### src/rtl/map_scroll_ctrl.sv
// Vertical scroll controller for a 4-layer map held in a ring buffer.
// Requests layers from an external generator and times out if one never arrives.
module map_scroll_ctrl #(
    parameter int LAYER_H     = 48,
    parameter int SCROLL_STEP = 4,
    parameter int TIMEOUT     = 255
) (
    input  logic       clk,
    input  logic       rst,
    input  logic       start,
    input  logic       scroll_req,
    input  logic       frame_tick,
    output logic       gen_req,
    input  logic       load_layer_in,
    input  logic [6:0] layer_map_in,
    input  logic [6:0] block_type_in,
    input  logic [1:0] rd_idx,
    output logic [6:0] rd_layer_map,
    output logic [6:0] rd_block_type,
    output logic [5:0] scroll_offset,
    output logic       map_ready,
    output logic       busy,
    output logic       error
);

    typedef enum logic [2:0] {
        IDLE,
        FILL,
        READY,
        SCROLL,
        FETCH,
        ERR
    } state_t;

    state_t     state, state_n;
    logic [6:0] ring_map  [4];
    logic [6:0] ring_type [4];
    logic [1:0] base, base_n;
    logic [2:0] count, count_n;
    logic [5:0] offset_n;
    logic       gen_req_n;
    logic [7:0] tcnt, tcnt_n;
    logic       error_n;
    logic       wr_en;
    logic [1:0] wr_slot;
    logic [6:0] offset_sum;
    logic [8:0] tcnt_inc;
    logic [1:0] rd_slot;

    assign rd_slot       = base + rd_idx;
    assign rd_layer_map  = ring_map[rd_slot];
    assign rd_block_type = ring_type[rd_slot];

    assign offset_sum = {1'b0, scroll_offset} + 7'(SCROLL_STEP);
    assign tcnt_inc   = {1'b0, tcnt} + 9'd1;

    always_comb begin
        state_n   = state;
        base_n    = base;
        count_n   = count;
        offset_n  = scroll_offset;
        gen_req_n = 1'b0;
        tcnt_n    = tcnt;
        error_n   = error;
        wr_en     = 1'b0;
        wr_slot   = count[1:0];
        map_ready = (state == READY);
        busy      = (state == FILL) || (state == SCROLL) || (state == FETCH);

        case (state)
            IDLE: begin
                if (start) begin
                    state_n   = FILL;
                    count_n   = '0;
                    base_n    = '0;
                    gen_req_n = 1'b1;
                    tcnt_n    = '0;
                end
            end
            FILL: begin
                if (load_layer_in) begin
                    wr_en   = 1'b1;
                    wr_slot = count[1:0];
                    count_n = count + 3'd1;
                    tcnt_n  = '0;
                    if (count == 3'd3) begin
                        state_n = READY;
                    end else begin
                        gen_req_n = 1'b1;
                    end
                end else if (tcnt_inc >= 9'(TIMEOUT)) begin
                    state_n = ERR;
                    error_n = 1'b1;
                end else begin
                    tcnt_n = tcnt_inc[7:0];
                end
            end
            READY: begin
                if (scroll_req) begin
                    state_n = SCROLL;
                end
            end
            SCROLL: begin
                if (frame_tick) begin
                    if (offset_sum >= 7'(LAYER_H)) begin
                        offset_n  = '0;
                        base_n    = base + 2'd1;
                        state_n   = FETCH;
                        gen_req_n = 1'b1;
                        tcnt_n    = '0;
                    end else begin
                        offset_n = offset_sum[5:0];
                    end
                end
            end
            FETCH: begin
                // base already advanced, so base+3 is the slot the old bottom layer occupied
                if (load_layer_in) begin
                    wr_en   = 1'b1;
                    wr_slot = base + 2'd3;
                    tcnt_n  = '0;
                    state_n = READY;
                end else if (tcnt_inc >= 9'(TIMEOUT)) begin
                    state_n = ERR;
                    error_n = 1'b1;
                end else begin
                    tcnt_n = tcnt_inc[7:0];
                end
            end
            ERR: begin
                state_n = ERR;
            end
            default: begin
                state_n = IDLE;
            end
        endcase
    end

    always_ff @(posedge clk) begin
        if (rst) begin
            state         <= IDLE;
            base          <= '0;
            count         <= '0;
            scroll_offset <= '0;
            gen_req       <= 1'b0;
            tcnt          <= '0;
            error         <= 1'b0;
        end else begin
            state         <= state_n;
            base          <= base_n;
            count         <= count_n;
            scroll_offset <= offset_n;
            gen_req       <= gen_req_n;
            tcnt          <= tcnt_n;
            error         <= error_n;
        end
    end

    always_ff @(posedge clk) begin
        if (rst) begin
            for (int unsigned i = 0; i < 4; i++) begin
                ring_map[i]  <= '0;
                ring_type[i] <= '0;
            end
        end else if (wr_en) begin
            ring_map[wr_slot]  <= layer_map_in;
            ring_type[wr_slot] <= block_type_in;
        end
    end

endmodule

### config.mk
export PLATFORM = sky130hd
export DESIGN_NAME = map_scroll_ctrl
export DESIGN_NICKNAME = d
export VERILOG_FILES = /design/src/rtl/map_scroll_ctrl.sv
export SDC_FILE = /design/constraint.sdc
export NUM_CORES = 1
export LEC_CHECK = 0
export BUFFER_PORTS_ARGS = -buffer_cell sky130_fd_sc_hd__buf_4
export CAP_MARGIN = 10
export CORE_ASPECT_RATIO = 2
export CORE_MARGIN = 3
export CORE_UTILIZATION = 45
export CTS_CLUSTER_DIAMETER = 120
export DETAILED_ROUTE_END_ITERATION = 10
export GPL_TIMING_DRIVEN = 0
export PLACE_DENSITY = 0.62
export REMOVE_ABC_BUFFERS = 1
export SYNTH_ARGS = -nofsm -noshare
export SYNTH_HDL_FRONTEND = slang
export SYNTH_SLANG_ARGS = --single-unit
### constraint.sdc
create_clock -name clk -period 3.1 [get_ports clk]
set_clock_uncertainty 0.1 [all_clocks]
set_input_delay 0.31 -clock clk [delete_from_list [all_inputs] [get_ports clk]]
set_output_delay 0.31 -clock clk [all_outputs]
set_load 0.05 [all_outputs]
After elaboration in Yosys (flattened, before gate mapping)
Memory sizes are Yosys's and may differ from the RTL's.
Cells that the tools add are included.
{"block": "classes", "eq_ne": 13, "add_sub_neg": 6, "reduce_logical": 15, "bitwise": 1, "n_lt_le_gt_ge": 2, "mux": 44}
{"cell": "$mux W8", "count": 5}
{"cell": "$mux W3", "count": 10}
{"cell": "$pmux W8 S3", "count": 1}
{"cell": "$pmux W3 S6", "count": 1}
{"cell": "$mux W1", "count": 14}
{"cell": "$mux W2", "count": 7}
{"cell": "$mux W7", "count": 2}
{"cell": "$reduce_or A7 Y1", "count": 2}
{"cell": "$reduce_and A5 Y1", "count": 2}
{"cell": "$add A8 B1 Y9 const B", "count": 1}
{"cell": "$eq A3 B2 Y1 const B", "count": 3}
{"cell": "$ge A9 B8 Y1 const B", "count": 1}
{"cell": "$ne A2 B2 Y1 const B", "count": 4}
{"cell": "$add A6 B3 Y7 const B", "count": 1}
{"cell": "$ge A7 B6 Y1 const B", "count": 1}
{"cell": "$eq A3 B3 Y1 const B", "count": 2}
{"cell": "$mux W6", "count": 1}
{"cell": "$pmux W3 S2", "count": 1}
{"cell": "$reduce_and A3 Y1", "count": 2}
{"cell": "$pmux W2 S2", "count": 1}
{"cell": "$reduce_and A4 Y1", "count": 1}
{"cell": "$reduce_bool A2 Y1", "count": 2}
{"cell": "$add A3 B1 Y3 const B", "count": 1}
{"cell": "$eq A3 B1 Y1 const B", "count": 1}
{"cell": "other kinds (13)", "count": 14}
{"block": "word_totals", "mem_bits_rw": 56, "reg_bits": 24, "n_memories": 2, "output_inout_bits": 24, "elab_cells": 90}
{"name": "ring_map", "depth": 4, "width": 7, "rd": 1, "rd_ports_with_merged_regs": 0, "wr": 4, "line": "36", "rtl": "logic [6:0] ring_map [4];"}
{"name": "ring_type", "depth": 4, "width": 7, "rd": 1, "rd_ports_with_merged_regs": 0, "wr": 4, "line": "37", "rtl": "logic [6:0] ring_type [4];"}

Logic depth before layout (Yosys ltp)
Gate-level depths: netlist (run 1).
{"block": "logic_depth", "depth_word": 8, "mapped_depth": 7, "depth_no_buf": 6}

Worst setup path after synthesis (run 1)
Ideal clock, no wire load.
{"block": "synth_timing", "path_type": "register to register", "from": "reg state[0]", "to": "mem ring_map[1][0] (enable)", "setup_ns": 0.404, "stages_incl_launch_ff": 6, "n_path_buf": 1, "arrival_ns": 2.272, "setup_slack_ns": 0.324, "synth_period_minus_slack_ns": 2.776, "cell_sequence": "dfxtp_1 buf_2 nand2b_1 nor2_1 mux2_2 o21ai_0"}
{"item": "start: declaration", "line": "35", "rtl": "state_t state, state_n;"}
{"item": "start signal: assignment", "line": "149", "rtl": "state <= state_n;"}
{"item": "end: declaration", "line": "36"}

==> reports/results.ini, run 1 <==
[critical_path]
required_ns=2.99
worstSetupStartpointType=flip-flop
crit_chain=xnor2_1 -> nor3_2 -> buf_6 -> a21boi_4 -> or2_2
cp-end-kind=flip-flop
cp_max_fo=16
critical_path_class=flip-flop to flip-flop
crit_path_top_delay_cell=dfxtp_1
crit_arrival_ns=2.69
slowest_delay_ns=0.67

[sta]
worst_pin_slew_ns=0.895
rsz0062_at_grt=no
setup_viol=0
fin_crit_sh_pct=90.2
fmax_ghz=0.358
fin_crit_ns=2.80
hold_ws_ns=0.173
hold_viol=0
tns_ns=0
max_slew_margin_pct=40.0
maxSlewViolCount=0

[logic_synthesis]
syn_avg_cell_area_um2=11.4
synth.area.mux_share_pct=8.73
synth_top_family_by_area=simple AND/OR/NAND/NOR gates
ys_seq_elements=78
synth_seq_area_share_pct=51.6
async_flop_share_pct=0
synth-adder-area-share_pct=1.83
synthCells=361
synth_top_flop_cell=edfxtp_1
synth_compound_area_share_pct=11.2
synth_edf_count=56
ys_warn_count=0
yosys.area_share.simple_pct=21.2
synth_cell_types=64
syn_area_mm2=0.00411
synth_xor_area_share_pct=1.70

[global_route]
grt-ovfl-total=0
track_usage_pct=18.6
grt_pass1_wl_um=14500
antenna_found_initial=0
grt_pass1_vias=2801
grt_max_degree=27

[floorplanning]
core_area_mm2=0.00877
placementRows=48
die_w_um=73.6
start_util_pct=46.9
io_pins=46
dieArea_mm2=0.0104
die_h_um=141

[clock_network]
postCtsSetupBuffers=0
root_buffer=clkbuf_16
cts.path.max_buffers=2
cts_num_sinks=78
cts.clk_slew.worst_paths_ns=0.06
cts_max_level=3
insertion_delay_ns=0.33
cts_made_buffers=9
cts_tree=yes

[placed_design]
numPortBuffers=43
dp_cells=482
gp_congestion=0.836
post-dp-hpwl_um=6270

[final_layout]
post_route_cells_drive_above_1_share_pct=25.1
fillers=776
diodes=0
fin_nets=421
final_cells=498
area_delta_synth_final_pct=16.5

[pwr]
power_density_mw_per_mm2=542
p_leak_uw=0.00175
ir_drop_v=0.000353

[routing]
initialDrtViolationCount=198
wire_per_inst_um=18.1
drtPass1Iterations=4
vias=2811
drt.antenna.violating_nets=0
drc_errors=0
drt_wl_total_um=9010
routed_via_density=5.64

[flow_run]
drv_cap=0

[run_status]
outcome=finished, final reports clean

[worst_hold_path]
hold_path.class=input port to flip-flop

[cell usage in the layout, fill, tap and decap left out, types with 4 or more instances in the layout]
cell       synthesis  final
ha_1               6      5
nand2_1           22     22
inv_1              8      8
a31oi_1            8      8
a21oi_1           12     12
nand2b_1           5      5
buf_4              3     43
nor2_1            22     22
dfxtp_1           22     20
mux4_2            14     14
o21ai_0           10      9
o31ai_1            4      4
nand3_1           11     11
edfxtp_1          56     56
xnor2_1            5      4
and2_1            57     57
nor4_1             5      5
clkbuf_16          0      9
nor3_1             9      8
clkinv_2           0      4
[registers in the layout, summed over array words and instances, names as in the netlist]
name / cells
state: 3
scroll_offset: 4
ring_map: 28
tcnt: 8
base: 2
ring_type: 28
count: 3
gen_req: 1
error: 1
[cell usage after synthesis, types with 4 or more instances]
| cell | n | area share, % |
|---|---|---|
| a21oi_1 | 12 | 1.5 |
| a31oi_1 | 8 | 1.2 |
| and2_1 | 57 | 8.7 |
| buf_2 | 6 | 0.73 |
| clkbuf_1 | 14 | 1.3 |
| dfxtp_1 | 22 | 11 |
| edfxtp_1 | 56 | 41 |
| ha_1 | 6 | 1.8 |
| inv_1 | 8 | 0.73 |
| mux4_2 | 14 | 7.7 |
| nand2_1 | 22 | 2.0 |
| nand2b_1 | 5 | 0.76 |
| nand3_1 | 11 | 1.3 |
| nor2_1 | 22 | 2.0 |
| nor3_1 | 9 | 1.1 |
| nor4_1 | 5 | 0.76 |
| o21ai_0 | 10 | 1.2 |
| o31ai_1 | 4 | 0.73 |
| xnor2_1 | 5 | 1.1 |
[layer usage]
metal  global-route usage [%]  part of all wire (%)  up-vias
met5                        0                     0        -
met4                     8.02                   1.7        0
met3                     4.28                   3.4        9
met2                     33.1                    58       52
met1                     20.4                    37     1352
li1                         -                     -     1398
[power breakdown]
part | internal [uW] | switching, uW
clock | 617 | 412
sequential | 1170 | 35.7
combinational | 131 | 236
[timing repair]
| action | in CTS | in global routing |
|---|---|---|
| pin swaps | 0 | 0 |
| setup endpoints to repair | 14 | 29 |
| gates resized for setup | 1 | 4 |
| hold buffers | 0 | 0 |
[cells by family after synthesis]
| group | count (synthesis) |
|---|---|
| adder cells (fa/ha/maj) | 6 |
| XOR/XNOR | 8 |
| multiplexers | 18 |
| AND/OR/NAND/NOR | 154 |
| AO/OA/AOI/OAI | 63 |
| other | 1 |
| buffers and inverters | 33 |
| flip-flops | 78 |
[through the flow]
step	utilization [%]	total power, uW	setup slack, ns	instance area, um^2
3_3_place_gp	50.7	1580	-1.19	4440
3_5_place_dp	51.2	1590	-0.0559	4490
2_1_floorplan	-	1460	0.242	4000
5_1_grt	54.6	2710	0.0925	4790
4_1_cts	54.6	2620	0.0968	4780
6_report	54.6	2600	0.305	4790
[layout make-up]
type / count / area, um^2 / share of cell area, %
Clock buffer: 9 / 225 / 4.70
Clock inverter: 7 / 65.1 / 1.36
Inverter: 8 / 30.0 / 0.627
Multi-Input combinational cell: 251 / 1870 / 39.1
Sequential cell: 78 / 2120 / 44.4
Tap cell: 100 / 125 / 2.61
Timing Repair Buffer: 45 / 349 / 7.29
[worst max-delay path: cells and delay by family, from the launching register on]
kind | cells | cell delay, ns
DFF | 1 | 0.67
AOI/OAI and AO/OA | 1 | 0.46
buffers and inverters | 1 | 0.22
xor gates and xnor gates | 1 | 0.18
and+or+nand+nor | 2 | 0.81
[final timing paths]
check / startpoint / endpoint / slack (ns) / cells past startpoint
max: state[2] / ring_map[2][6] / 0.30 / 5
max reg2reg: state[2] / ring_map[2][6] / 0.30 / 5
min: layer_map_in[6] / ring_map[0][6] / 0.17 / 2
min reg2reg: count[2] / count[2] / 0.36 / 2
No activity file was read; power rests on OpenSTA's default activity.
==> run 2, diff against run 1 <==
Settings changed: ABC_AREA set to 1, ABC_CLOCK_PERIOD_IN_PS set to 3100, CELL_PAD_IN_SITES_DETAIL_PLACEMENT set to 0, CELL_PAD_IN_SITES_GLOBAL_PLACEMENT set to 1, PLACE_DENSITY 0.62 to 0.77.
==> reports/results.ini, run 2 <==
[clock_network]
cts_max_level=3  ; unchanged
postCtsSetupBuffers=0  ; unchanged
insertion_delay_ns=0.33  ; about the same
cts_tree=yes
cts.clk_slew.worst_paths_ns=0.06  ; about the same
cts_resized=2  ; +1
cts.path.max_buffers=2  ; unchanged
cts_made_buffers=9  ; unchanged
cts_num_sinks=78  ; unchanged
hold_buffers=0  ; unchanged
root_buffer=clkbuf_16

[global_route]
grt_pass1_wl_um=13900  ; -3.6%
track_usage_pct=18.1  ; -0.57 points
antenna_found_initial=0  ; unchanged
grt_pass1_vias=3000  ; +7.1%
grt-ovfl-total=0  ; unchanged
grt_max_degree=30  ; +11%

[critical_path]
cp-end-kind=output port
critical_path_class=flip-flop to output port
reg2reg_to=ring_type[2][2]
required_ns=2.69  ; -0.30 ns
rr_worst_depth=6  ; +1
reg2reg_setup_slack_ns=0.45  ; +0.15 ns
worstSetupStartpointType=flip-flop
cp_max_fo=29  ; +13
crit_arrival_ns=2.36  ; -0.33 ns
timing.rr.start=state[2]

[final_layout]
area_delta_synth_final_pct=17.0
layout_commonest_cell=edfxtp_1
design_area_mm2=0.00472  ; -1.4%
mostFrequentLayoutCells=56 x edfxtp_1, 54 x nor2_1, 45 x nand2_1
diodes=0  ; unchanged
post_route_cells_drive_above_1_share_pct=30.2  ; +5.1 points
fin_nets=484  ; +15%
top_regs=ring_map x28, ring_type x28, tcnt x8

[sta]
fin_crit_sh_pct=89.4  ; -0.81 points
worst_pin_slew_ns=0.929  ; +0.0348 ns
setup_viol=0  ; unchanged
max_slew_margin_pct=38.0  ; -2.0 points
rsz0062_at_grt=no
maxSlewViolCount=0  ; unchanged
fmax_ghz=0.361  ; +0.91%
fin_crit_ns=2.77  ; -0.0252 ns
hold_ws_ns=0.220  ; +0.0469 ns
tns_ns=0  ; unchanged
hold_viol=0  ; unchanged

[routing]
drc_errors=0  ; unchanged
drtPass1Iterations=4  ; unchanged
drt_wl_total_um=8520  ; -5.4%
initialDrtViolationCount=119  ; -40%
drt.antenna.violating_nets=0  ; unchanged
wire_per_inst_um=15.2  ; -16%
routed_via_density=5.17  ; -8.4%
vias=2894  ; +3.0%

[floorplanning]
placementRows=48  ; unchanged
die_h_um=140  ; -0.91%
start_util_pct=46.3  ; -0.57 points
die_w_um=73.0  ; -0.87%
core_area_mm2=0.00871  ; -0.68%
dieArea_mm2=0.0102  ; -1.8%
io_pins=46  ; unchanged

[flow_run]
drv_cap=0  ; unchanged

[worst_hold_path]
hold-path-endpoint=ring_map[3][0]
hold_path_depth=3  ; +1
hold_start=layer_map_in[0]
hold_path.class=input port to flip-flop

[logic_synthesis]
synth_cell_types=40  ; -38%
ys_seq_elements=78  ; unchanged
synth.most_common_cell=edfxtp_1
synth_edf_count=56  ; unchanged
synth_seq_area_share_pct=52.6  ; +0.99 points
ys_warn_count=0  ; unchanged
synth_area_leaders=edfxtp_1 42%, dfxtp_1 11%, nor2_1 5.0%, nand2_1 4.2%, inv_1 3.7%
netlist.top_cell.by_area=edfxtp_1
synthCells=416  ; +15%
syn_area_mm2=0.00404  ; -1.9%
async_flop_share_pct=0  ; unchanged
synth_commonest_cells=56 x edfxtp_1, 54 x nor2_1, 45 x nand2_1
synth_top_flop_cell=edfxtp_1
synthDominantCellAreaShare_pct=41.7  ; +0.79 points
syn_avg_cell_area_um2=9.70  ; -15%

[run_status]
outcome=finished, final reports clean

[placed_design]
post-dp-hpwl_um=6080  ; -3.0%
numPortBuffers=43  ; unchanged
place_area_mm2=0.00443  ; -1.3%
gp_congestion=0.861  ; +3.0%

[pwr]
power_density_mw_per_mm2=896  ; +65%
p_leak_uw=0.00200  ; +15%
total_power_uw=4230  ; +63%
ir_drop_v=0.000605  ; +71%

-- run 2: where the power goes --
| part | leakage [uW] | switching, uW | internal (uW) |
|---|---|---|---|
| Sequential | 0.000759 | 103 | 1290 |
| Combinational | 0.00111 | 1260 | 579 |
| Clock | 0.000136 | 388 | 613 |
-- run 2: how the worst max path moves through the flow --
stage	start	end	slack [ns]	depth (start not counted)
after floorplan	base[0]	rd_block_type[0]	0.20	3
after global placement	rd_idx[0]	rd_layer_map[4]	-0.41	7
after detailed placement	rd_idx[0]	rd_layer_map[4]	-0.35	7
after CTS	base[0]	rd_layer_map[4]	0.25	6
after global routing	base[0]	rd_layer_map[4]	0.13	6
final	base[0]	rd_layer_map[4]	0.33	6
-- run 2: metrics by stage --
stage	utilization [%]	worst slack, ns	cells
after global placement	50.4	-0.413	544
after global routing	54.2	0.135	560
after detailed placement	50.8	-0.351	545
after floorplan	-	0.203	401
after CTS	54.2	0.249	560
final	54.2	0.330	560
-- run 2: final cells by class --
type / count / area, um^2
clock buffer: 10 / 229
inverter: 49 / 186
clock inverter: 5 / 51.3
multi-input combinational: 274 / 1670
sequential: 78 / 2120
tap: 100 / 125
fill: 806 / 3990
timing repair buffer: 44 / 338
-- run 2: per-layer routing --
layer	share of wire, %	GRT usage (%)	vias up	wire length, um
met3	2.7	3.02	17	226
met2	60	35.7	50	5080
met1	35	17.1	1364	2970
met5	0	0	-	0
met4	2.8	7.78	0	242
li1	-	-	1463	-
-- run 2: kinds of logic (layout without fill, tap and decap cells) --
group / after synthesis / in the layout / share of synthesized area, %
AO/OA/AOI/OAI: 66 / 66 / 10.8
XOR/XNOR: 6 / 6 / 1.30
adder cells (fa/ha/maj): 6 / 6 / 1.86
buffers and inverters: 65 / 108 / 6.98
flip-flops: 78 / 78 / 52.6
multiplexers: 14 / 14 / 3.47
other: 1 / 2 / 0.0929
AND/OR/NAND/NOR: 180 / 180 / 22.9
-- run 2: worst max-delay path, stage by stage, from the launching register on --
cell and delay (ns):
dfxtp_1 0.37, ha_4 0.56, inv_1 0.30, or2_2 0.34
o211ai_1 0.12, o21ai_0 0.12, buf_4 0.21
==> run 3, diff against run 2 <==
==> constraint.sdc (replaced) <==
create_clock -name clk -period 3.1 [get_ports clk]
set_clock_uncertainty 0.1 [all_clocks]
set_input_delay 0.155 -clock clk [delete_from_list [all_inputs] [get_ports clk]]
set_output_delay 0.155 -clock clk [all_outputs]
set_load 0.05 [all_outputs]
==> reports/results.ini, run 3 (synthesis gave the netlist of run 2 again) <==
[floorplanning]
io_pins=46  ; unchanged
die_h_um=140  ; unchanged
die_w_um=73.0  ; unchanged
dieArea_mm2=0.0102  ; unchanged
core_area_mm2=0.00871  ; unchanged
start_util_pct=46.3  ; unchanged
placementRows=48  ; unchanged

[sta]
fin_crit_sh_pct=85.5  ; -3.8 points
setup_viol=0  ; unchanged
hold_viol=0  ; unchanged
fin_crit_ns=2.65  ; -0.119 ns
rsz0062_at_grt=no
fmax_ghz=0.377  ; +4.5%
maxSlewViolCount=0  ; unchanged
tns_ns=0  ; unchanged
max_slew_margin_pct=38.1  ; +0.078 points
worst_pin_slew_ns=0.928  ; -0.00118 ns

[critical_path]
cpLargestDelayFamily=simple AND/OR/NAND/NOR gates
crit_buf_inv=1  ; -1
required_ns=2.96  ; +0.27 ns
cp_max_fo=15  ; -48%
cp-end-kind=flip-flop
critical_path_class=flip-flop to flip-flop
worstSetupStartpointType=flip-flop
crit_path_top_delay_cell=nand2_1
crit_chain=nand3_1 -> a21oi_1 -> nand2_2 -> clkinv_2 -> nand2_4 -> nand2_1
crit_arrival_ns=2.51  ; +0.15 ns
timing.rr.start=state[2]
slowest_delay_ns=0.63  ; +0.07 ns
rr_worst_depth=6  ; unchanged
reg2reg_to=ring_type[2][2]
reg2reg_setup_slack_ns=0.45  ; about the same

[final_layout]
post_route_cells_drive_above_1_share_pct=30.2  ; unchanged
mostFrequentLayoutCells=56 x edfxtp_1, 54 x nor2_1, 45 x nand2_1
diodes=0  ; unchanged
fin_nets=484  ; unchanged
area_delta_synth_final_pct=17.0  ; unchanged
final_cells=560  ; unchanged
layout_commonest_cell=edfxtp_1
post-route-util_pct=54.2  ; unchanged
top_regs=ring_map x28, ring_type x28, tcnt x8

[clock_network]
insertion_delay_ns=0.33  ; about the same
postCtsSetupBuffers=0  ; unchanged
cts.path.max_buffers=2  ; unchanged
cts_num_sinks=78  ; unchanged
cts_tree=yes
hold_buffers=0  ; unchanged
cts_made_buffers=9  ; unchanged
cts.clk_slew.worst_paths_ns=0.06  ; about the same
cts_resized=1  ; -1
cts_max_level=3  ; unchanged
root_buffer=clkbuf_16

[routing]
routed_via_density=5.17  ; unchanged
drc_errors=0  ; unchanged
drt.antenna.violating_nets=0  ; unchanged
drtPass1Iterations=4  ; unchanged
wire_per_inst_um=15.2  ; about the same
initialDrtViolationCount=115  ; -3.4%
drt_wl_total_um=8520  ; about the same
vias=2894  ; unchanged

[pwr]
p_leak_uw=0.00200  ; unchanged
power_density_mw_per_mm2=896  ; about the same
ir_drop_v=0.000605  ; about the same
total_power_uw=4230  ; about the same

[global_route]
grt_pass1_wl_um=13800  ; -0.69%
grt-ovfl-total=0  ; unchanged
grt_max_degree=30  ; unchanged
track_usage_pct=17.9  ; -0.13 points
antenna_found_initial=0  ; unchanged
grt_pass1_vias=2994  ; -0.20%

[worst_hold_path]
hold_start=layer_map_in[0]
hold_path.class=input port to flip-flop
hold_path_depth=3  ; unchanged
hold-path-endpoint=ring_map[3][0]

[run_status]
outcome=finished, final reports clean

[placed_design]
post-dp-hpwl_um=6080  ; unchanged
dp_cells=545  ; unchanged
numPortBuffers=43  ; unchanged
gp_congestion=0.861  ; unchanged

[flow_run]
drv_cap=0  ; unchanged

[run 3: cell counts in the layout (fill, tap and decap cells not counted)]
Identical to the previous run, type by type.
[run 3: how the worst max path moves through the flow]
stage,start,endpoint,slack (ns),cells past startpoint
2_1_floorplan,base[0],rd_block_type[0],0.36,3
3_3_place_gp,state[2],ring_map[3][5],-0.35,4
3_5_place_dp,base[0],rd_layer_map[4],-0.13,6
4_1_cts,base[0],rd_layer_map[4],0.03,6
5_1_grt,state[2],ring_type[2][2],0.28,6
6_report,state[2],ring_type[2][2],0.45,6
[run 3: per-stage QoR]
stage	cell area (um^2)	worst slack [ns]	hold WS, ns
after CTS	4710	0.0293	0.0534
after global routing	4720	0.279	0.0796
after detailed placement	4430	-0.131	0.346
after global placement	4390	-0.353	0.344
final	4720	0.449	0.0646
after floorplan	3940	0.358	0.117
[run 3: routing by layer]
| layer | track usage [%] | vias to the layer above | routed length (um) |
|---|---|---|---|
| met2 | 35.4 | 52 | 5080 |
| met1 | 16.9 | 1363 | 2970 |
| met4 | 7.88 | 0 | 242 |
| met5 | 0 | - | 0 |
| li1 | - | 1462 | - |
| met3 | 3.02 | 17 | 232 |
[run 3: power by group]
part	switching [uW]	internal, uW	total, uW	leakage [uW]
Sequential	103	1290	1390	0.000759
Clock	388	613	1000	0.000136
Combinational	1260	579	1840	0.00111
[run 3: worst register-to-register path: stages (launching register included)]
cell      delay (ns)
dfxtp_1         0.56
nand3_1         0.21
a21oi_1         0.36
nand2_2         0.14
clkinv_2        0.11
nand2_4         0.17
nand2_1         0.63
[run 3: layout make-up]
type | instances | area (um^2)
clock buffer | 10 | 229
clock inverter | 5 | 51.3
multi-input combinational | 274 | 1670
tap | 100 | 125
inverter | 49 | 186
fill | 805 | 3990
sequential | 78 | 2120
timing repair buffer | 44 | 338
